<file path="src/rtl/booth_radix4_mult.sv">
// Radix-4 (modified) Booth multiplier with integrated start/busy/done controller.
// Optional unsigned mode is enabled by defining BOOTH_UNSIGNED_EN (adds is_signed input).
module booth_radix4_mult #(
  parameter int N  = 8,
  parameter int CW = $clog2(N/2+2)
) (
  input  logic           clk,
  input  logic           rst_n,
  input  logic           start,
`ifdef BOOTH_UNSIGNED_EN
  input  logic           is_signed,
`endif
  input  logic [N-1:0]   data_M,
  input  logic [N-1:0]   data_Q,
  output logic           busy,
  output logic           done,
  output logic [2*N-1:0] data_out
);

  localparam int AW = N + 2;
`ifdef BOOTH_UNSIGNED_EN
  localparam int QW = N + 2;
`else
  localparam int QW = N;
`endif

  if ((N % 2) != 0 || N < 4) begin : g_bad_width
    $error("booth_radix4_mult: N must be even and >= 4");
  end

  typedef enum logic [1:0] {IDLE, RUN, DONE} state_t;

  state_t          state, state_next;
  logic [AW-1:0]   a_reg, m_reg, addend, sum, a_shift;
  logic [QW-1:0]   q_reg, q_shift;
  logic            qm1;
  logic [CW-1:0]   count;
  logic [AW-1:0]   m_load;
  logic [QW-1:0]   q_load;
  logic [CW-1:0]   count_load;
  logic [2*N-1:0]  product;

`ifdef BOOTH_UNSIGNED_EN
  logic            uns_reg;

  // Unsigned operands are zero-extended and need one extra digit pair to clear their top bit.
  always_comb begin
    m_load     = is_signed ? {{2{data_M[N-1]}}, data_M} : {2'b00, data_M};
    q_load     = is_signed ? {{2{data_Q[N-1]}}, data_Q} : {2'b00, data_Q};
    count_load = is_signed ? CW'(N/2) : CW'(N/2 + 1);
  end

  assign product = uns_reg ? {a_shift[N-3:0], q_shift}
                           : {a_shift[N-1:0], q_shift[QW-1:2]};
`else
  always_comb begin
    m_load     = {{2{data_M[N-1]}}, data_M};
    q_load     = data_Q;
    count_load = CW'(N/2);
  end

  assign product = {a_shift[N-1:0], q_shift};
`endif

  always_comb begin
    addend = '0;
    case ({q_reg[1:0], qm1})
      3'b001, 3'b010: addend = m_reg;
      3'b011:         addend = {m_reg[AW-2:0], 1'b0};
      3'b100:         addend = ~{m_reg[AW-2:0], 1'b0} + AW'(1);
      3'b101, 3'b110: addend = ~m_reg + AW'(1);
      default:        addend = '0;
    endcase
  end

  assign sum     = a_reg + addend;
  assign a_shift = {{2{sum[AW-1]}}, sum[AW-1:2]};
  assign q_shift = {sum[1:0], q_reg[QW-1:2]};

  always_ff @(posedge clk or negedge rst_n) begin
    if (!rst_n) state <= IDLE;
    else        state <= state_next;
  end

  always_comb begin
    state_next = state;
    case (state)
      IDLE:    if (start) state_next = RUN;
      RUN:     if (count == CW'(1)) state_next = DONE;
      DONE:    state_next = IDLE;
      default: state_next = IDLE;
    endcase
  end

  assign busy = (state != IDLE);
  assign done = (state == DONE);

  // Operands are captured only on the accepted start; the product register moves only on the last iteration.
  always_ff @(posedge clk or negedge rst_n) begin
    if (!rst_n) begin
      a_reg    <= '0;
      m_reg    <= '0;
      q_reg    <= '0;
      qm1      <= 1'b0;
      count    <= '0;
      data_out <= '0;
`ifdef BOOTH_UNSIGNED_EN
      uns_reg  <= 1'b0;
`endif
    end else begin
      case (state)
        IDLE: begin
          if (start) begin
            a_reg   <= '0;
            m_reg   <= m_load;
            q_reg   <= q_load;
            qm1     <= 1'b0;
            count   <= count_load;
`ifdef BOOTH_UNSIGNED_EN
            uns_reg <= ~is_signed;
`endif
          end
        end
        RUN: begin
          a_reg <= a_shift;
          q_reg <= q_shift;
          qm1   <= q_reg[1];
          count <= count - CW'(1);
          if (count == CW'(1)) data_out <= product;
        end
        default: ;
      endcase
    end
  end

endmodule

</file>
<file path="config.mk">
export PLATFORM = sky130hd
export DESIGN_NAME = booth_radix4_mult
export DESIGN_NICKNAME = d
export VERILOG_FILES = /design/src/rtl/booth_radix4_mult.sv
export SDC_FILE = /design/constraint.sdc
export NUM_CORES = 1
export LEC_CHECK = 0
export BUFFER_PORTS_ARGS = -buffer_cell sky130_fd_sc_hd__buf_2
export CORE_UTILIZATION = 52
export CTS_CLUSTER_DIAMETER = 80
export DETAILED_ROUTE_END_ITERATION = 10
export PLACE_DENSITY = 0.74
export SKIP_CTS_REPAIR_TIMING = 1
export SYNTH_ARGS = -nofsm -noshare
export SYNTH_HDL_FRONTEND = slang
export SYNTH_SLANG_ARGS = --single-unit
</file>
<file path="constraint.sdc">
create_clock -name clk -period 3.22 [get_ports clk]
set_clock_uncertainty 0.2 [all_clocks]
set_input_delay 0.966 -clock clk [delete_from_list [all_inputs] [get_ports clk]]
set_output_delay 0.966 -clock clk [all_outputs]
set_load 0.01 [all_outputs]
</file>
==> results.sh, run 1 <==
export IMPL_period_needed_ns=3.26
export IMPL_num_io_pins=37
export IMPL_critPathCaptureType="flop"
export IMPL_cts_tree="built"
export IMPL_cp_start_kind="flop"
export IMPL_ys_top_cells_by_area="dfrtp_1 39%, nand2_1 11%, o21ai_0 5.5%, ha_1 5.1%, a21oi_1 3.9%"
export IMPL_fp_dieArea_mm2=0.00592
export IMPL_drive_above_1_share_pct=24.6
export IMPL_synthArstFlopShare_pct=100
export IMPL_rows=26
export IMPL_grtUsageTotal_pct=24.9
export IMPL_fin_setup_tns_ns=-0.0352
export IMPL_final_util_pct=67.8
export IMPL_yosys_warnings=0
export IMPL_viasPerCell=5.54
export IMPL_ant_nets=0
export IMPL_min_from="data_out[5]$_DFFE_PN0P_"
export IMPL_synth_most_common_cell="nand2_1"
export IMPL_syn_nets=387
export IMPL_tightestPinTransition_ns=1.22
export IMPL_path_clk_slew_ns=0.09
export IMPL_insertion_delay_ns=0.31
export IMPL_core_mm2=0.00527
export IMPL_synth_main_ff_cell="dfrtp_1"
export IMPL_ys_seq_area_share_pct=39.4
export IMPL_clockBufferDepth=2
export IMPL_routed_wl_um=6990
export IMPL_cts_root_buf="clkbuf_8"
export IMPL_syn_area_per_cell_um2=8.23
export IMPL_synth_edf_count=0
export IMPL_min_path_type="flop to flop"
export IMPL_avgRoutedWirePerCell_um=14.5
export IMPL_antenna_cells=0
export IMPL_gr_total_overflow=0
export IMPL_cts_sinks=46
export IMPL_vias=2664
export IMPL_cts_made_buffers=5
export IMPL_relSlewSlack_pct=19.0
export IMPL_crit_path_start="m_reg[0]$_DFFE_PN0P_"
export IMPL_largest_register_ffs=16
export IMPL_grt_pass1_wl_um=11700
export IMPL_grt_pass1_vias=2573
export IMPL_synth_seq_cells=46
export IMPL_synth_cell_type_count=53
export IMPL_die_w_um=77.0
export IMPL_top_usage_layer="met2"
export IMPL_worstPathMaxFanout=2
export IMPL_yosysTopAreaCellShare_pct=39.4
export IMPL_final_setup_viol_count=1
export IMPL_port_buffers=36
export IMPL_gp_congestion=0.949
export IMPL_slew_viol_final=0
export IMPL_met3_usage_pct=3.69
export IMPL_synth_common_cells="86 x nand2_1, 46 x dfrtp_1, 32 x o21ai_0"
export IMPL_use_met1_pct=33.0
export IMPL_clock_fmax_ghz=0.307
export IMPL_met2_usage_pct=41.4
export IMPL_final_hold_viol_count=0
export IMPL_post_route_period_util_pct=101
export IMPL_drt_iter0_drc=180
export IMPL_fin_ws_ns=-0.0352
export IMPL_dr_pass1_iters=4
export IMPL_htreeDepth=2
export IMPL_grt_max_degree=47
export IMPL_regToRegStartpoint="m_reg[0]$_DFFE_PN0P_"
export IMPL_finalNetCount=442
export IMPL_syn_to_final_growth_pct=22.3
export IMPL_dp_hpwl_um=5040
export IMPL_worstPathRequired_ns=3.22
export IMPL_antenna_found_initial=0
export IMPL_arrival_ns=3.26
export IMPL_initial_core_util_pct=55.5
export IMPL_violations="negative setup slack"
export IMPL_synth_area_mm2=0.00292
export IMPL_regMostFlops="data_out"
export IMPL_n_fill_cell=469
export IMPL_outcome="finished with violations"
export IMPL_die_height_um=77.0
export IMPL_drc=0
export IMPL_synth_largest_area_cell="dfrtp_1"
export IMPL_crit_type="flop to flop"
export IMPL_synthCells=355
export IMPL_rsz0062_at_grt="yes"
export IMPL_drv_cap=0
-- final timing paths --
| kind | to | cells after the start | slack (ns) |
|---|---|---|---|
| max | a_reg[8]$_DFFE_PN0P_ | 15 | -0.04 |
| min | data_out[5]$_DFFE_PN0P_ | 2 | 0.27 |
| max reg2reg | a_reg[8]$_DFFE_PN0P_ | 15 | -0.04 |
| min reg2reg | data_out[5]$_DFFE_PN0P_ | 2 | 0.27 |
| max in group asynchronous | a_reg[6]$_DFFE_PN0P_ | 2 | 1.89 |
| min in group asynchronous | data_out[6]$_DFFE_PN0P_ | 2 | 0.52 |
-- critical path, cell delays in order (launching register included) --
cell and delay [ns]:
dfrtp_1 0.40, inv_2 0.09, ha_4 0.13, or3b_4 0.39, nor3_4 0.22, xnor2_2 0.10, mux2_2 0.26, a32oi_1 0.15
a21oi_1 0.09, ha_1 0.32, nand2_2 0.08, nor3_4 0.19, a21o_1 0.15, and3_4 0.18, nor3_2 0.04, a2bb2oi_1 0.17
-- kinds of logic (layout without fill, tap and decap cells) --
| family | count (synthesis) | count (layout) | share of synthesized area [%] |
|---|---|---|---|
| buffers and inverters | 32 | 88 | 4.62 |
| XOR/XNOR | 14 | 14 | 4.67 |
| AO/OA/AOI/OAI | 93 | 93 | 19.3 |
| adder cells (fa/ha/maj) | 13 | 13 | 5.82 |
| multiplexers | 6 | 6 | 2.10 |
| flip-flops | 46 | 46 | 39.4 |
| AND/OR/NAND/NOR | 151 | 151 | 24.1 |
-- stage by stage --
| stage | std cells | area (um2) | worst slack (ns) | hold WS [ns] |
|---|---|---|---|---|
| after floorplan | 355 | 2920 | 0.0205 | 0.261 |
| after global placement | 471 | 3350 | 0.0545 | 0.252 |
| after detailed placement | 471 | 3350 | -0.0529 | 0.258 |
| after CTS | 479 | 3460 | -0.0618 | 0.277 |
| after global routing | 481 | 3570 | -0.212 | 0.314 |
| final | 481 | 3570 | -0.0352 | 0.273 |
-- cells in the final DEF (no fill, tap or decap), types with 3 or more instances in the layout --
master	instances
a21o_1	5
a21oi_1	21
a31oi_1	8
buf_2	36
buf_4	34
clkbuf_8	5
dfrtp_1	46
ha_1	10
inv_1	6
inv_2	3
mux2i_1	5
nand2_1	85
nand2b_1	7
nand3_1	8
nand3b_1	4
nor2_1	22
nor2b_1	5
nor3_4	3
nor3b_1	3
o21ai_0	29
o21ai_1	5
xnor2_1	5
xor2_1	5
-- cell type report --
class                           instances  area (um2)  area share (%)
Clock buffer                            7        76.3            2.14
Clock inverter                          1        30.0           0.840
Inverter                                9        33.8           0.945
Multi-Input combinational cell        277        1740            48.7
Sequential cell                        46        1150            32.2
Tap cell                               70        87.6            2.45
Timing Repair Buffer                   71         455            12.7
-- layer usage --
layer / share of wire (%) / routed length, um
met1: 47 / 3260
met2: 48 / 3380
met4: 1.1 / 80
met5: 0 / 0
met3: 3.9 / 271
Power of run 1 is not shown: default switching activity piles up to over one toggle a cycle in this logic, so the estimate is an artifact.
==> inputs of run 2 (changes only) <==
CORE_MARGIN = 1   (was default)
GPL_TIMING_DRIVEN = 0   (was default)
==> run 2 against run 1 <==
  * The run still ends with negative setup slack left
  * Register-to-register slack worse by 0.12 ns
  * Non-clock buffer count is 3 higher
  * Cell count grew 0.42%
  * First-iteration DRC count grew 26%
  * Wire length increased by 6.0%
  * Hold slack gained 0.00083 ns
  * Clock-buffer cell count is 1 lower
  * Largest cell class unchanged
  * Highest routed layer unchanged
==> results.sh, run 2 (synthesis gave the netlist of run 1 again) <==
export IMPL_min_path_type="flop to flop"
export IMPL_ant_nets=0
export IMPL_finalNetCount=445
export IMPL_period_needed_ns=3.38
export IMPL_antenna_found_initial=0
export IMPL_core_mm2=0.00527
export IMPL_drc=0
export IMPL_slew_viol_final=0
export IMPL_worstRegToRegCells=15
export IMPL_gp_congestion=0.900
export IMPL_placed_cell_area_mm2=0.00319
export IMPL_cts_tree="built"
export IMPL_largest_register_ffs=16
export IMPL_port_buffers=36
export IMPL_final_area_mm2=0.00364
export IMPL_grt_pass1_vias=2444
export IMPL_drt_iter0_drc=226
export IMPL_stdcell_count=483
export IMPL_final_setup_viol_count=6
export IMPL_rrSetupSlack_ns=-0.16
export IMPL_avgRoutedWirePerCell_um=15.4
export IMPL_worstPathMaxFanout=5
export IMPL_die_w_um=77.0
export IMPL_cp_start_kind="flop"
export IMPL_post_route_period_util_pct=105
export IMPL_routed_wl_um=7420
export IMPL_syn_to_final_growth_pct=24.5
export IMPL_multi_input_area_mm2=0.00183
export IMPL_regToRegStartpoint="m_reg[0]$_DFFE_PN0P_"
export IMPL_place_inst=461
export IMPL_tightestPinTransition_ns=0.999
export IMPL_dr_pass1_iters=6
export IMPL_cts_root_buf="clkbuf_8"
export IMPL_antenna_cells=0
export IMPL_num_io_pins=37
export IMPL_rsz0062_at_grt="yes"
export IMPL_r2r_end="a_reg[8]$_DFFE_PN0P_"
export IMPL_viasPerCell=5.60
export IMPL_rows=26
export IMPL_regMostFlops="data_out"
export IMPL_drive_above_1_share_pct=26.4
export IMPL_relSlewSlack_pct=33.4
export IMPL_initial_core_util_pct=55.5
export IMPL_violations="negative setup slack"
export IMPL_fin_ws_ns=-0.160
export IMPL_cts_sinks=46
export IMPL_worstPathRequired_ns=3.23
export IMPL_final_cell_mix="85 x nand2_1, 44 x dfrtp_1, 40 x buf_2"
export IMPL_outcome="finished with violations"
export IMPL_cts_made_buffers=5
export IMPL_clock_fmax_ghz=0.296
export IMPL_grtUsageTotal_pct=24.7
export IMPL_final_util_pct=69.0
export IMPL_fp_dieArea_mm2=0.00592
export IMPL_drv_cap=0
export IMPL_fin_setup_tns_ns=-0.749
export IMPL_vias=2707
export IMPL_path_clk_slew_ns=0.09
export IMPL_hold_path_end="data_out[3]$_DFFE_PN0P_"
export IMPL_final_hold_viol_count=0
export IMPL_die_height_um=77.0
export IMPL_htreeDepth=2
export IMPL_insertion_delay_ns=0.31
export IMPL_min_from="data_out[3]$_DFFE_PN0P_"
export IMPL_arrival_ns=3.39
export IMPL_critPathCaptureType="flop"
export IMPL_whs_path_depth=2
export IMPL_gr_total_overflow=0
export IMPL_register_area_mm2=0.00115
export IMPL_grt_max_degree=47
export IMPL_dp_hpwl_um=5010
export IMPL_grt_pass1_wl_um=11500
export IMPL_final_common_cell="nand2_1"
export IMPL_n_fill_cell=435
export IMPL_crit_type="flop to flop"
export IMPL_clockBufferDepth=2
run 2: cell count changes in the layout (fill, tap and decap cells not counted), sizes merged:
cell	delta
clkbuf	+16
buf	-14
run 2: worst max path at each step:
stage | start | endpoint | cells past startpoint
6_report | m_reg[0]$_DFFE_PN0P_ | a_reg[8]$_DFFE_PN0P_ | 15
5_1_grt | m_reg[0]$_DFFE_PN0P_ | a_reg[8]$_DFFE_PN0P_ | 15
3_5_place_dp | m_reg[0]$_DFFE_PN0P_ | a_reg[8]$_DFFE_PN0P_ | 14
2_1_floorplan | m_reg[1]$_DFFE_PN0P_ | a_reg[8]$_DFFE_PN0P_ | 15
4_1_cts | m_reg[0]$_DFFE_PN0P_ | a_reg[8]$_DFFE_PN0P_ | 14
3_3_place_gp | m_reg[0]$_DFFE_PN0P_ | a_reg[8]$_DFFE_PN0P_ | 14
run 2: per-stage QoR:
stage | setup WS [ns] | hold WS, ns
final | -0.160 | 0.274
after global routing | -0.310 | 0.311
after CTS | -0.404 | 0.279
after detailed placement | -0.350 | 0.258
after global placement | -0.338 | 0.252
after floorplan | 0.0205 | 0.261
run 2: routing by layer:
metal,share of wire [%],global-route usage (%),vias up
met1,47,34.1,1266
met3,4.7,4.05,17
met5,0,0,-
li1,-,-,1336
met4,1.8,8.30,0
met2,46,39.6,88
run 2: area by class of cell:
class	count	area share [%]
buffer	23	3.13
clock buffer	6	2.27
clock inverter	1	0.825
inverter	9	0.997
multi-input combinational	277	50.4
sequential	46	31.7
tap	70	2.41
timing repair buffer	51	8.25
run 2: critical path: stages (launching register included):
cell,delay [ns]
dfrtp_2,0.46
inv_4,0.09
ha_4,0.14
or3b_4,0.40
nor3_4,0.25
xnor2_2,0.11
mux2_4,0.28
a32oi_2,0.18
a21oi_2,0.10
ha_4,0.29
nand2_4,0.05
nor3_4,0.19
a21o_1,0.17
and3_4,0.20
nor3_2,0.04
a2bb2oi_1,0.13
Power of run 2 is left out for the same reason.
==> inputs of run 3 (changes only) <==
BUFFER_PORTS_ARGS = -buffer_cell sky130_fd_sc_hd__buf_4   (was -buffer_cell sky130_fd_sc_hd__buf_2)
MAX_ROUTING_LAYER = met4   (was default)
SETUP_SLACK_MARGIN = 0.15   (was default)
==> run 3 against run 2 <==
  * Critical path depth did not move
  * The run still ends with negative setup slack left
  * Critical endpoint unchanged
  * First-iteration DRC count decreased by 19%
  * Hold slack better by 0.0090 ns
  * Global-route usage rose by 0.70 points
==> results.sh, run 3 (synthesis gave the netlist of run 1 again) <==
export IMPL_ant_nets=0
export IMPL_cts_root_buf="clkbuf_8"
export IMPL_largest_register_ffs=16
export IMPL_top_usage_layer="met2"
export IMPL_worstPathMaxFanout=4
export IMPL_final_common_cell="nand2_1"
export IMPL_gp_congestion=0.892
export IMPL_stdcell_count=479
export IMPL_clock_fmax_ghz=0.289
export IMPL_critPathCaptureType="flop"
export IMPL_final_util_pct=68.8
export IMPL_slew_viol_final=0
export IMPL_finalNetCount=440
export IMPL_vias=2717
export IMPL_outcome="finished with violations"
export IMPL_grtUsageTotal_pct=25.4
export IMPL_die_w_um=77.0
export IMPL_rrSetupSlack_ns=-0.24
export IMPL_grt_max_degree=47
export IMPL_rows=26
export IMPL_num_io_pins=37
export IMPL_rsz0062_at_grt="yes"
export IMPL_regToRegStartpoint="m_reg[1]$_DFFE_PN0P_"
export IMPL_arrival_ns=3.49
export IMPL_path_clk_slew_ns=0.09
export IMPL_viasPerCell=5.67
export IMPL_syn_to_final_growth_pct=24.1
export IMPL_register_area_mm2=0.00115
export IMPL_drc=0
export IMPL_final_setup_viol_count=4
export IMPL_routed_wl_um=7620
export IMPL_cp_start_kind="flop"
export IMPL_min_path_type="flop to flop"
export IMPL_port_buffers=36
export IMPL_violations="negative setup slack"
export IMPL_r2r_end="a_reg[8]$_DFFE_PN0P_"
export IMPL_final_cell_mix="84 x nand2_1, 46 x buf_4, 44 x dfrtp_1"
export IMPL_die_height_um=77.0
export IMPL_drt_iter0_drc=184
export IMPL_whs_path_depth=2
export IMPL_dp_hpwl_um=5090
export IMPL_gr_total_overflow=0
export IMPL_worstPathRequired_ns=3.25
export IMPL_drv_cap=0
export IMPL_htreeDepth=2
export IMPL_initial_core_util_pct=55.5
export IMPL_period_needed_ns=3.46
export IMPL_multi_input_area_mm2=0.00180
export IMPL_fp_dieArea_mm2=0.00592
export IMPL_fin_ws_ns=-0.244
export IMPL_tightestPinTransition_ns=0.580
export IMPL_use_met1_pct=32.5
export IMPL_met2_usage_pct=41.7
export IMPL_insertion_delay_ns=0.30
export IMPL_min_from="data_out[2]$_DFFE_PN0P_"
export IMPL_core_mm2=0.00527
export IMPL_clockBufferDepth=2
export IMPL_grt_pass1_wl_um=11700
export IMPL_relSlewSlack_pct=61.3
export IMPL_cts_made_buffers=5
export IMPL_antenna_cells=0
export IMPL_met3_usage_pct=4.52
export IMPL_place_inst=461
export IMPL_hold_path_end="data_out[2]$_DFFE_PN0P_"
export IMPL_post_route_period_util_pct=108
export IMPL_n_fill_cell=440
export IMPL_worstRegToRegCells=15
export IMPL_drive_above_1_share_pct=25.7
export IMPL_crit_type="flop to flop"
export IMPL_antenna_found_initial=0
export IMPL_regMostFlops="data_out"
export IMPL_cts_sinks=46
export IMPL_cts_tree="built"
export IMPL_final_hold_viol_count=0
export IMPL_grt_pass1_vias=2515
export IMPL_avgRoutedWirePerCell_um=15.9
export IMPL_dr_pass1_iters=4
export IMPL_fin_hold_ws_ns=0.282
[run 3: worst max path at each step]
| stage | slack [ns] | endpoint | depth (start not counted) | from |
|---|---|---|---|---|
| after floorplan | 0.02 | a_reg[8]$_DFFE_PN0P_ | 15 | m_reg[1]$_DFFE_PN0P_ |
| after global placement | -0.32 | a_reg[8]$_DFFE_PN0P_ | 14 | m_reg[0]$_DFFE_PN0P_ |
| after detailed placement | -0.35 | a_reg[8]$_DFFE_PN0P_ | 14 | m_reg[1]$_DFFE_PN0P_ |
| after CTS | -0.39 | a_reg[8]$_DFFE_PN0P_ | 14 | m_reg[0]$_DFFE_PN0P_ |
| after global routing | -0.36 | a_reg[8]$_DFFE_PN0P_ | 15 | m_reg[1]$_DFFE_PN0P_ |
| final | -0.24 | a_reg[8]$_DFFE_PN0P_ | 15 | m_reg[1]$_DFFE_PN0P_ |
[run 3: final cells by class]
| type | count | area share, % |
|---|---|---|
| sequential | 46 | 31.8 |
| multi-input combinational | 277 | 49.6 |
| tap | 70 | 2.42 |
| buffer | 23 | 3.24 |
| timing repair buffer | 46 | 9.63 |
| clock buffer | 5 | 1.90 |
| inverter | 9 | 0.932 |
| clock inverter | 3 | 0.518 |
[run 3: metrics by stage]
step / setup TNS, ns / setup slack (ns) / instance area [um2]
finish: -0.667 / -0.244 / 3630
global placement: -0.883 / -0.324 / 3280
global route: -1.18 / -0.357 / 3630
floorplan: 0 / 0.0241 / 2930
detailed placement: -1.07 / -0.348 / 3280
CTS: -1.38 / -0.393 / 3370
[run 3: worst max-delay path, cell delays in order (launching register included)]
cell and delay (ns):
dfrtp_2 0.44, inv_2 0.09, ha_4 0.15, or3b_4 0.40
nor3_4 0.25, xnor2_2 0.11, mux2_4 0.29, a32oi_2 0.22
a21oi_2 0.10, ha_4 0.29, nand2_2 0.06, nor3_2 0.20
a21o_1 0.18, and3_4 0.20, o21ai_2 0.06, a2bb2oi_1 0.16
[run 3: metal layers]
layer / routed length, um / vias up / share of wire, %
met5: 0 / - / 0
met4: 59 / 0 / 0.77
met3: 415 / 9 / 5.4
met2: 3720 / 79 / 49
met1: 3420 / 1298 / 45
li1: - / 1331 / -
Power of run 3 is left out for the same reason.
